<file path="src/rtl/nibble_serial_addsub_ctrl.sv">
// nibble_serial_addsub_ctrl
//   Adds or subtracts two NIBBLES*4-bit operands with one shared 4-bit
//   carry-lookahead slice. The operation runs one nibble per clock, LSB
//   first, and a register carries the slice carry-out into the next nibble.
//   Subtraction is computed as A + ~B + 1: B is inverted when it is latched
//   and the initial carry is set to 1.
//
// Ports
//   clk       in   1  clock, rising edge
//   rst       in   1  synchronous reset, active-high
//   start     in   1  request, accepted only while ready=1
//   sub       in   1  0 = A+B, 1 = A-B (sampled with start)
//   a, b      in   W  operands (sampled with start)
//   ready     out  1  high in IDLE
//   busy      out  1  high in RUN
//   nib_idx   out  4  nibble currently being processed
//   result    out  W  sum/difference, stable while valid=1
//   cout      out  1  final carry (for sub: 1 = no borrow)
//   overflow  out  1  two's-complement overflow of result
//   valid     out  1  result/cout/overflow valid (DONE state)
//   ack       in   1  consumer accepts result while valid=1
module nibble_serial_addsub_ctrl #(
  parameter int unsigned NIBBLES = 4
) (
  input  logic                 clk,
  input  logic                 rst,
  input  logic                 start,
  input  logic                 sub,
  input  logic [4*NIBBLES-1:0] a,
  input  logic [4*NIBBLES-1:0] b,
  output logic                 ready,
  output logic                 busy,
  output logic [3:0]           nib_idx,
  output logic [4*NIBBLES-1:0] result,
  output logic                 cout,
  output logic                 overflow,
  output logic                 valid,
  input  logic                 ack
);

  localparam int unsigned W = 4 * NIBBLES;
  localparam logic [3:0]  LAST_IDX = 4'(NIBBLES - 1);

  typedef enum logic [1:0] {
    S_IDLE = 2'd0,
    S_RUN  = 2'd1,
    S_DONE = 2'd2
  } state_t;

  state_t         r_state;
  logic [W-1:0]   r_a;
  logic [W-1:0]   r_b;      // already inverted for subtraction
  logic           r_carry;
  logic [3:0]     r_idx;
  logic [W-1:0]   r_result;
  logic           r_cout;
  logic           r_ovf;

  logic [3:0]     w_a_nib;
  logic [3:0]     w_b_nib;
  logic [3:0]     w_p;
  logic [3:0]     w_g;
  logic [3:0]     w_c;      // carry into each bit of the slice
  logic           w_cout;
  logic [3:0]     w_sum;

  // Select the operand nibbles addressed by r_idx.
  always_comb begin
    w_a_nib = '0;
    w_b_nib = '0;
    for (int unsigned i = 0; i < NIBBLES; i++) begin
      if (r_idx == 4'(i)) begin
        w_a_nib = r_a[4*i +: 4];
        w_b_nib = r_b[4*i +: 4];
      end
    end
  end

  // Shared 4-bit carry-lookahead slice: every carry is a flat sum of
  // products of G, P and Cin rather than a ripple chain.
  always_comb begin
    w_p    = w_a_nib ^ w_b_nib;
    w_g    = w_a_nib & w_b_nib;
    w_c[0] = r_carry;
    w_c[1] = w_g[0] | (w_p[0] & r_carry);
    w_c[2] = w_g[1] | (w_p[1] & w_g[0]) | (w_p[1] & w_p[0] & r_carry);
    w_c[3] = w_g[2] | (w_p[2] & w_g[1]) | (w_p[2] & w_p[1] & w_g[0])
           | (w_p[2] & w_p[1] & w_p[0] & r_carry);
    w_cout = w_g[3] | (w_p[3] & w_g[2]) | (w_p[3] & w_p[2] & w_g[1])
           | (w_p[3] & w_p[2] & w_p[1] & w_g[0])
           | (w_p[3] & w_p[2] & w_p[1] & w_p[0] & r_carry);
    w_sum  = w_p ^ w_c;
  end

  always_ff @(posedge clk) begin
    if (rst) begin
      r_state  <= S_IDLE;
      r_a      <= '0;
      r_b      <= '0;
      r_carry  <= 1'b0;
      r_idx    <= '0;
      r_result <= '0;
      r_cout   <= 1'b0;
      r_ovf    <= 1'b0;
    end else begin
      unique case (r_state)
        S_IDLE: begin
          if (start) begin
            r_a      <= a;
            r_b      <= b ^ {W{sub}};
            r_carry  <= sub;
            r_idx    <= '0;
            r_result <= '0;
            r_state  <= S_RUN;
          end
        end
        S_RUN: begin
          for (int unsigned i = 0; i < NIBBLES; i++) begin
            if (r_idx == 4'(i)) begin
              r_result[4*i +: 4] <= w_sum;
            end
          end
          r_carry <= w_cout;
          if (r_idx == LAST_IDX) begin
            r_cout  <= w_cout;
            r_ovf   <= w_c[3] ^ w_cout;
            r_state <= S_DONE;
          end else begin
            r_idx <= r_idx + 4'd1;
          end
        end
        S_DONE: begin
          // start is ignored here even when it coincides with ack.
          if (ack) begin
            r_state <= S_IDLE;
          end
        end
        default: r_state <= S_IDLE;
      endcase
    end
  end

  assign ready    = (r_state == S_IDLE);
  assign busy     = (r_state == S_RUN);
  assign valid    = (r_state == S_DONE);
  assign nib_idx  = r_idx;
  assign result   = r_result;
  assign cout     = r_cout;
  assign overflow = r_ovf;

endmodule

</file>
<file path="config.mk">
export PLATFORM = sky130hd
export DESIGN_NAME = nibble_serial_addsub_ctrl
export DESIGN_NICKNAME = d
export VERILOG_FILES = /design/src/rtl/nibble_serial_addsub_ctrl.sv
export SDC_FILE = /design/constraint.sdc
export NUM_CORES = 1
export LEC_CHECK = 0
export BUFFER_PORTS_ARGS = -buffer_cell sky130_fd_sc_hd__buf_2
export CAP_MARGIN = 40
export CELL_PAD_IN_SITES_DETAIL_PLACEMENT = 1
export CELL_PAD_IN_SITES_GLOBAL_PLACEMENT = 1
export CORE_MARGIN = 2
export CORE_UTILIZATION = 40
export CTS_CLUSTER_SIZE = 8
export DETAILED_ROUTE_END_ITERATION = 6
export GPL_TIMING_DRIVEN = 1
export PLACE_DENSITY_LB_ADDON = 0.1
export SLEW_MARGIN = 10
export SYNTH_ARGS = -nofsm -noshare
export SYNTH_HDL_FRONTEND = slang
export SYNTH_SLANG_ARGS = --single-unit
</file>
<file path="constraint.sdc">
create_clock -name clk -period 3.6 [get_ports clk]
set_input_delay 0.36 -clock clk [delete_from_list [all_inputs] [get_ports clk]]
set_output_delay 0.36 -clock clk [all_outputs]
set_load 0.005 [all_outputs]
</file>
==> run metrics, run 1 <==
RSZ-0062 raised after global routing false; Setup Skew 0.008227 ns; post-synthesis compound-gate area fraction 22.39%; adder-cell share of the synthesized area 4.766%; All-Layer GR Usage 21.28%; #FFs+latches synth 57; Power per Cell Area 464.9 nW/µm²; fraction of layout cells with a size suffix above 1 22.62%; mux cell area share after synthesis 0.3597%; cts bufs inserted 9; die width 87.41 µm; Setup TNS Final 0 ns; WS Path Type reg2reg; CP required 3.83 ns; number of synthesized flops with an enable pin 0; Final Wtd Congestion 0.7702; Final ANT Viol Nets 0; ys flop type dfxtp_1; pre-CTS setup slack 0.5177 ns; IO Count 62; FF-to-FF path depth 11; final setup fails 0; worst hold path class in2reg; first-pass GRT wire length 12.45 mm; initial antenna violation count 0; Rows 30; Layout Nets 432; crit path buf inv count 1; crit-path max cell delay 0.48 ns; synth-to-layout area growth 19.24%; Hold Buf Count CTS 0; vias per cell 5.426; post-cts sizing count 0; clk root buf clkbuf_8; reg2reg setup slack 0.46 ns; MaxCap Viol Count 0; RR Endpoint result[6]; CP arrival 3.38 ns; Seq/Total Area, Yosys 41.01%; met3 Use GR 5.877%; Crit Path Max Fanout 8; DRC Markers 0; cell repeated most along the worst path ha_1; worst skew pair latency 0.34 ns; end of the critical path result[6]; DIE AREA 7640 µm²; fin worst setup slack 0.4554 ns; outcome finished clean; IO buf count 61; Final Cycle Share 87.35%; crit-path cells inv_1 -> ha_1 -> or3b_4 -> nor2_4 -> a221oi_1 -> o21ai_1 -> ha_1 -> a21o_1 -> a21oi_1 -> nor3_1 -> a221o_1; Ant. Diodes 0; Mapped Area 2783 µm²; Routed WL 7.328 mm; Lkg Pwr 0.001331 µW; Setup crit start nib_idx[0]; Avg Inst Size Synth 8.356 µm²; total grt overflow 0; via count 2,545; slowest stage cell, crit path a21oi_1; Reg2Reg Launch Point nib_idx[0]; Cells after Synth 333; via count of the first global-routing pass 2,500; worst vdd ir 0.1943 mV; WL per Instance 15.62 µm; core area 6756 µm²; Slew HR 58.86%; CP delay by family, top compound AO/OA/AOI/OAI gates; Hold Startpoint a[6]; Synth Net Count 380; Async S/R FF share, synth 0%; fmax 0.3180 GHz; CP Depth 11; sequential cell area 1141 µm²; Clock Pin Slew Worst Setup and Hold Paths 0.06 ns; initial drt markers 93; most used routing layer met2; Critical Path Sink Type register; Unique masters post-synth 47; Tmin final 3.145 ns; Ys Warns 0; Post-CTS Setup Repair Bufs 0; Die Y 87.41 µm; post-synthesis xor/xnor area fraction 5.665%; htree depth 3; pin count of the biggest net entering global routing 56; CTS Sinks 57; post-synthesis simple-gate area fraction 21.27%; dpl hpwl 5.273 mm; Layout fillers 856; main combinational cell family by area after synthesis compound AO/OA/AOI/OAI gates; Initial Utilization 41.19%; final hold vios 0; GR Layer Usage met2 34.71%; TritonCTS clock tree done; Worst Max-Slew Pin Slew 0.6144 ns; max-slew violations 0; Setup crit start kind register; Initial DRT Pass Iterations 4; met1 usage 26.18%; Multi-input gate area 1520 µm²; clock tree buffer depth 2
-- layer usage --
layer  up-vias  share of wire, %
met3        13               4.9
met1      1183                46
met5         -                 0
met2        63                47
met4         0               2.5
li1       1286                 -
-- cell usage in the layout, fill, tap and decap left out, types with 3 or more instances in the layout --
cell type	n
dfxtp_1	57
nand4b_1	4
o21ai_1	18
ha_1	9
clkbuf_8	11
nor3_1	11
a32o_1	4
buf_4	3
a221oi_1	8
nor2_1	35
a31oi_1	4
nand3_1	6
xnor2_1	16
inv_1	4
a21oi_1	26
nand2b_1	3
buf_2	61
nand2_1	50
or3b_1	3
a211oi_1	18
-- registers in the layout, summed over array words and instances, names as in the netlist --
| register | cells |
|---|---|
| overflow | 1 |
| r_a | 16 |
| cout | 1 |
| r_state | 2 |
| result | 16 |
| nib_idx | 4 |
| r_b | 16 |
| r_carry | 1 |
-- kinds of logic (layout without fill, tap and decap cells) --
| logic type | after synthesis | after routing |
|---|---|---|
| buffers and inverters | 29 | 85 |
| DFF | 57 | 57 |
| adders and majority gates | 10 | 10 |
| and+or+nand+nor | 124 | 124 |
| AOI/OAI and AO/OA | 94 | 94 |
| muxes | 1 | 1 |
| xor gates and xnor gates | 18 | 18 |
-- how the worst min path moves through the flow --
stage | endpoint | slack, ns | depth (start not counted)
after floorplan | r_a[11] | 0.43 | 2
after global placement | r_a[13] | 0.45 | 2
after detailed placement | result[13] | 0.46 | 2
after CTS | r_a[6] | 0.23 | 3
after global routing | r_a[6] | 0.25 | 3
final | r_a[6] | 0.25 | 3
-- final cells by class --
type                            count  area share, %
Clock buffer                       12          4.676
Clock inverter                      3          1.207
Inverter                            5         0.5656
Multi-Input combinational cell    247          45.81
Sequential cell                    57          34.39
Tap cell                           80          3.017
Timing Repair Buffer               65          10.33
-- through the flow --
step           instance area, µm²  total power, µW  instances  utilization [%]  hold slack, ns
5_1_grt                      3318             1629        469            49.11          0.2493
6_report                     3318             1543        469            49.11          0.2509
3_5_place_dp                 3123            961.5        454            46.22          0.4570
2_1_floorplan                2783            880.5        333                -          0.4332
4_1_cts                      3318             1568        469            49.11          0.2314
3_3_place_gp                 3108            954.1        453            46.00          0.4475
-- worst min-delay path: cells and delay by family --
family / cells / cell delay, ns
compound gates: 1 / 0.05
buf+inv: 1 / 0.09
simple gates: 1 / 0.04
-- cells in the mapped netlist, types with 2 or more instances --
cell type,n,area (µm²)
o21ai_0,2,10.01
a31oi_1,4,25.02
nor3b_1,3,22.52
inv_1,4,15.01
a221oi_1,8,70.07
clkbuf_1,16,60.06
nand2_1,50,187.7
dfxtp_1,57,1141
or2_0,2,12.51
or3b_1,3,26.28
ha_1,9,112.6
o311ai_1,2,17.52
o21a_1,2,15.01
a32o_1,4,40.04
xor2_1,2,17.52
xnor2_1,16,140.1
o21ai_1,18,90.09
nand4b_1,4,35.03
nor2_1,35,131.4
nor3_1,11,55.05
nand2b_1,3,18.77
a32oi_1,2,17.52
a21oi_1,26,130.1
buf_2,5,25.02
nand3_1,6,30.03
a211oi_1,18,135.1
-- where the power goes --
part / internal, µW / total (µW) / switching, µW / leakage, µW
clock network: 351 / 596 / 245 / 0.000102
registers: 667 / 691 / 23.8 / 0.000467
logic: 106 / 255 / 149 / 0.000762
Power figures use the tool's default switching activity.
==> run 2: changes to the inputs <==
BUFFER_PORTS_ARGS = -buffer_cell sky130_fd_sc_hd__buf_4   (was -buffer_cell sky130_fd_sc_hd__buf_2)
REMOVE_ABC_BUFFERS = 1   (was unset)
==> run metrics, run 2 (same netlist as run 1, synthesis figures left out) <==
worst vdd ir 0.1762 mV (-9.3%); Placed Area 3283 µm² (+5.1%); Initial DRT Pass Iterations 5 (+1); P_sw 419.9 µW (+0.41%); Critical Path Sink Type register; fmax 0.3270 GHz (+2.8%); cts bufs inserted 9 (unchanged); part of the power in the clock network 37.5% (-1.2 points); CTS Sinks 57 (unchanged); Lkg Pwr 0.001362 µW (+2.3%); Power per Cell Area 445.4 nW/µm² (-4.2%); Slew HR 58.40% (-0.47 points); Tmin final 3.058 ns (-0.08688 ns); worst hold path class in2reg; IO buf count 61 (unchanged); Post-CTS Setup Repair Bufs 0 (unchanged); most common cell after layout, fill and taps aside buf_4; DIE AREA 7640 µm² (unchanged); dpl hpwl 5.342 mm (+1.3%); TritonCTS clock tree done; total grt overflow 0 (unchanged); fin worst setup slack 0.5423 ns (+0.08688 ns); Ant. Diodes 0 (unchanged); worst hold endpoint r_a[2]; pin count of the biggest net entering global routing 60 (+7.1%); Crit Path Max Fanout 8 (unchanged); DRC Markers 0 (unchanged); die width 87.41 µm (unchanged); WL per Instance 16.08 µm (+2.9%); FF-to-FF path depth 11 (unchanged); MaxCap Viol Count 0 (unchanged); Worst Max-Slew Pin Slew 0.6241 ns (+0.009696 ns); Final ANT Viol Nets 0 (unchanged); synth-to-layout area growth 24.78%; max-slew violations 0 (unchanged); via count 2,573 (+1.1%); CP arrival 3.28 ns (-0.10 ns); Final Wtd Congestion 0.8195 (+6.4%); final hold vios 0 (unchanged); fraction of layout cells with a size suffix above 1 22.51% (-0.12 points); commonest non-fill, non-tap cells in the layout buf_4, dfxtp_1, nand2_1, nor2_1, a21oi_1; final setup fails 0 (unchanged); RR Endpoint result[6]; Hold Buf Count CTS 0 (unchanged); combinational share of power 17.8% (+1.3 points); Layout Nets 433 (+0.23%); core area 6756 µm² (unchanged); reg2reg setup slack 0.54 ns (+0.09 ns); clk root buf clkbuf_8; post-cts sizing count 0 (unchanged); IO Count 62 (unchanged); via count of the first global-routing pass 2,601 (+4.0%); Hold Startpoint a[2]; Initial Utilization 41.19% (unchanged); worst skew pair latency 0.33 ns (about the same); initial drt markers 83 (-11%); Setup TNS Final 0 ns (unchanged); All-Layer GR Usage 21.27% (about the same); vias per cell 5.463 (+0.67%); Clock Pin Slew Worst Setup and Hold Paths 0.06 ns (about the same); cell internal pwr 1127 µW (+0.19%); CP required 3.82 ns (about the same); Routed WL 7.576 mm (+3.4%); Hold Crit Depth 3 (unchanged); pre-CTS setup slack 0.6057 ns (+0.08805 ns); overall power 1546 µW (+0.25%); Rows 30 (unchanged); htree depth 3 (unchanged); RSZ-0062 raised after global routing false; Die Y 87.41 µm (unchanged); Setup crit start kind register; Setup Skew 0.009885 ns (+0.001658 ns); Reg2Reg Launch Point nib_idx[0]; sw frac 27.15% (+0.043 points); Final Cycle Share 84.94% (-2.4 points); Setup crit start nib_idx[0]; power share of the sequential group 44.8% (about the same); first-pass GRT wire length 12.65 mm (+1.6%); clock tree buffer depth 2 (unchanged); WS Path Type reg2reg; Final Cell Area 3472 µm² (+4.6%); initial antenna violation count 0 (unchanged); outcome finished clean
run 2: changes by cell type in the layout (fill, tap and decap cells not counted), sizes merged:
cell,delta
buf,+1
clkbuf,+1
run 2: layout make-up:
cell class | count | area (µm²)
fillers | 824 | 3284
multi-input cells | 247 | 1520
flip-flops and latches | 57 | 1141
repair buffers | 66 | 503.0
clock buffers | 13 | 148.9
well taps | 80 | 100.1
clock inverters | 3 | 40.04
inverters | 5 | 18.77
run 2: worst max-delay path: stages (launching register included):
cell and delay [ns]:
dfxtp_1 0.48, inv_1 0.11, ha_1 0.21, or3b_4 0.27, nor2_4 0.06, a221oi_1 0.35
o21ai_1 0.15, ha_1 0.34, a21o_1 0.18, a21oi_1 0.39, nor3_1 0.12, a221o_1 0.27
run 2: per-layer routing:
layer  up-vias  global-route usage, %  routed length [µm]
met5         -                      0                   0
met4         0                  8.392                 204
met3        14                  5.213                 330
met2        61                  34.71                3566
met1      1211                  26.90                3475
li1       1287                      -                   -
run 2: per-stage QoR:
step / utilization, % / std cells / hold slack [ns]
3_3_place_gp: 48.37 / 454 / 0.4478
2_1_floorplan: - / 309 / 0.4271
6_report: 51.39 / 471 / 0.2753
4_1_cts: 51.39 / 471 / 0.2622
3_5_place_dp: 48.59 / 455 / 0.4509
5_1_grt: 51.39 / 471 / 0.2782
run 2: worst max-delay path by stage:
stage,endpoint,slack (ns),cells past startpoint
2_1_floorplan,result[15],-0.59,3
5_1_grt,result[6],0.25,11
3_3_place_gp,result[6],0.75,11
6_report,result[6],0.54,11
4_1_cts,result[6],0.59,11
3_5_place_dp,result[6],0.61,11
run 2: power groups by stage:
stage	logic, µW	clock network (µW)	registers (µW)
global route	312	620	697
global placement	266	0	706
CTS	278	592	693
detailed placement	277	0	707
finish	275	579	693
floorplan	168	0	698
==> run 3: changes to the inputs <==
ABC_AREA = 1   (was unset)
CORE_UTILIZATION = 39   (was 40)
clock period = 3.15 ns   (was 3.6 ns; I/O delays follow)
==> run metrics, run 3 <==
max-slew violations 0 (unchanged); WL per Instance 13.78 µm (-14%); Unique masters post-synth 30 (-36%); CP delay by family, top simple AND/OR/NAND/NOR gates; final setup fails 0 (unchanged); Final Cycle Share 86.60% (+1.7 points); Avg Inst Size Synth 7.308 µm² (-13%); pin count of the biggest net entering global routing 38 (-37%); Mapped Area 2843 µm² (+2.2%); TritonCTS clock tree done; Initial DRT Pass Iterations 4 (-1); die width 89.38 µm (+2.3%); crit path buf inv count 2 (+1); RSZ-0062 raised after global routing false; IO Count 62 (unchanged); fraction of layout cells with a size suffix above 1 22.22% (-0.28 points); Synth top area share 40.14% (-0.87 points); Power per Cell Area 534.7 nW/µm² (+20%); Routed WL 7.565 mm (-0.15%); post-synthesis simple-gate area fraction 25.48% (+4.2 points); post-synth top area cell dfxtp_1; CP arrival 3.00 ns (-0.28 ns); mux cell area share after synthesis 0% (-0.36 points); Seq/Total Area, Yosys 40.14% (-0.87 points); count leader, synth nand2_1; clock tree buffer depth 2 (unchanged); Hold Crit Depth 3 (unchanged); Cells after Synth 389 (+17%); cts bufs inserted 9 (unchanged); Initial Utilization 39.83% (-1.4 points); Die Y 89.38 µm (+2.3%); commonest non-fill, non-tap cells in the layout nand2_1, buf_4, dfxtp_1, nor2_1, o21ai_0; dpl hpwl 5.572 mm (+4.3%); Crit Path Max Fanout 11 (+3); All-Layer GR Usage 20.62% (-0.65 points); Ys Warns 0 (unchanged); WS Path Type reg2reg; Final Wtd Congestion 0.8261 (+0.81%); CP Depth 13 (+2); via count 2,677 (+4.0%); final hold vios 0 (unchanged); DIE AREA 7988 µm² (+4.6%); Clock Pin Slew Worst Setup and Hold Paths 0.07 ns (about the same); cell repeated most along the worst path nand2_1; Rows 31 (+3.3%); post-synthesis compound-gate area fraction 15.27% (-7.1 points); outcome finished clean; top cells by area, synth dfxtp_1, nand2_1, o21ai_0; ys flop type dfxtp_1; Lkg Pwr 0.001607 µW (+18%); crit-path cells ha_1 -> inv_2 -> nor2_2 -> nand2_1 -> o21ai_0 -> nand2_1 -> a21oi_2 -> inv_1 -> fa_1 -> xor2_1 -> nor2_1 -> nand2_1 -> a21oi_1; MaxCap Viol Count 0 (unchanged); clk root buf clkbuf_8; DRC Markers 0 (unchanged); FF-to-FF path depth 13 (+2); #FFs+latches synth 57 (unchanged); Layout Nets 493 (+14%); Tmin final 2.728 ns (-0.3299 ns); Slew HR 57.76% (-0.63 points); vias per cell 4.876 (-11%); post-cts sizing count 0 (unchanged); worst hold path class in2reg; crit-path max cell delay 0.43 ns (-0.05 ns); Final ANT Viol Nets 0 (unchanged); Post-CTS Setup Repair Bufs 0 (unchanged); fin worst setup slack 0.4221 ns (-0.1201 ns); core area 7137 µm² (+5.6%); fmax 0.3666 GHz (+12%); reg2reg setup slack 0.42 ns (-0.12 ns); main combinational cell family by area after synthesis simple AND/OR/NAND/NOR gates; slowest stage cell, crit path dfxtp_1; total grt overflow 0 (unchanged); CTS Sinks 57 (unchanged); htree depth 3 (unchanged); first-pass GRT wire length 12.55 mm (-0.76%); via count of the first global-routing pass 2,612 (+0.42%); CP required 3.42 ns (-0.40 ns); Ant. Diodes 0 (unchanged); IO buf count 61 (unchanged); synth-to-layout area growth 24.96%; post-synthesis xor/xnor area fraction 5.546% (-0.12 points); initial drt markers 74 (-11%); top cells by count, synth nand2_1, dfxtp_1, nor2_1; most common cell after layout, fill and taps aside nand2_1; number of synthesized flops with an enable pin 0 (unchanged); Setup TNS Final 0 ns (unchanged); adder-cell share of the synthesized area 4.665% (-0.10 points); initial antenna violation count 0 (unchanged); Hold Buf Count CTS 0 (unchanged); pre-CTS setup slack 0.4275 ns (-0.1782 ns); Worst Max-Slew Pin Slew 0.6328 ns (+0.008780 ns); worst skew pair latency 0.33 ns (about the same); Async S/R FF share, synth 0% (unchanged); Critical Path Sink Type register; Setup crit start kind register; worst vdd ir 0.1956 mV (+11%); Setup Skew 0.008859 ns (-0.001026 ns)
## run 3: cell types whose count changed after synthesis, moves of 13 or more
cell      change
o21ai_1      -18
nor2_1       +18
nand3_1      +29
nand2_1      +13
a211oi_1     -15
o21ai_0      +40
inv_1        +32
## run 3: worst register-to-register path, stage by stage (launching register included)
cell and delay, ns:
dfxtp_1 0.43, ha_1 0.21, inv_2 0.09, nor2_2 0.40, nand2_1 0.09, o21ai_0 0.09, nand2_1 0.08, a21oi_2 0.18
inv_1 0.08, fa_1 0.40, xor2_1 0.15, nor2_1 0.22, nand2_1 0.10, a21oi_1 0.14
## run 3: routing by layer
metal / global-route usage, % / part of all wire [%] / vias up
li1: - / - / 1369
met1: 28.00 / 49 / 1251
met2: 32.73 / 47 / 49
met3: 3.693 / 3.3 / 8
met4: 7.734 / 1.1 / 0
met5: 0 / 0 / -
## run 3: logic make-up after synthesis
family | Yosys count
AO/OA/AOI/OAI | 79
XOR/XNOR | 18
AND/OR/NAND/NOR | 168
buffers and inverters | 57
adder cells (fa/ha/maj) | 10
flip-flops | 57
## run 3: final timing paths
path | start | end
setup / recovery | nib_idx[0] | result[9]
hold / removal | a[6] | r_a[6]
setup reg to reg | nib_idx[0] | result[9]
hold reg to reg | r_b[14] | r_b[14]
## run 3: layout make-up
| class | instances | area, µm² |
|---|---|---|
| Clock inverter | 2 | 35.03 |
| Inverter | 41 | 158.9 |
| Fill cell | 946 | 3585 |
| Timing Repair Buffer | 62 | 465.4 |
| Sequential cell | 57 | 1141 |
| Tap cell | 99 | 123.9 |
| Clock buffer | 13 | 178.9 |
| Multi-Input combinational cell | 275 | 1449 |
## run 3: metrics by stage
stage / hold WS, ns / std cells / instance area [µm²] / power [µW] / utilization, %
after floorplan: 0.3841 / 373 / 2749 / 1036 / -
final: 0.2320 / 549 / 3552 / 1899 / 49.77
after CTS: 0.2239 / 549 / 3552 / 1921 / 49.77
after global routing: 0.2293 / 549 / 3552 / 2010 / 49.77
after detailed placement: 0.4516 / 534 / 3338 / 1186 / 46.77
after global placement: 0.4461 / 534 / 3338 / 1174 / 46.77
## run 3: power by group
part	switching (µW)	internal (µW)
Sequential	31.4	776
Clock	288	446
Combinational	210	147
Total	530	1370
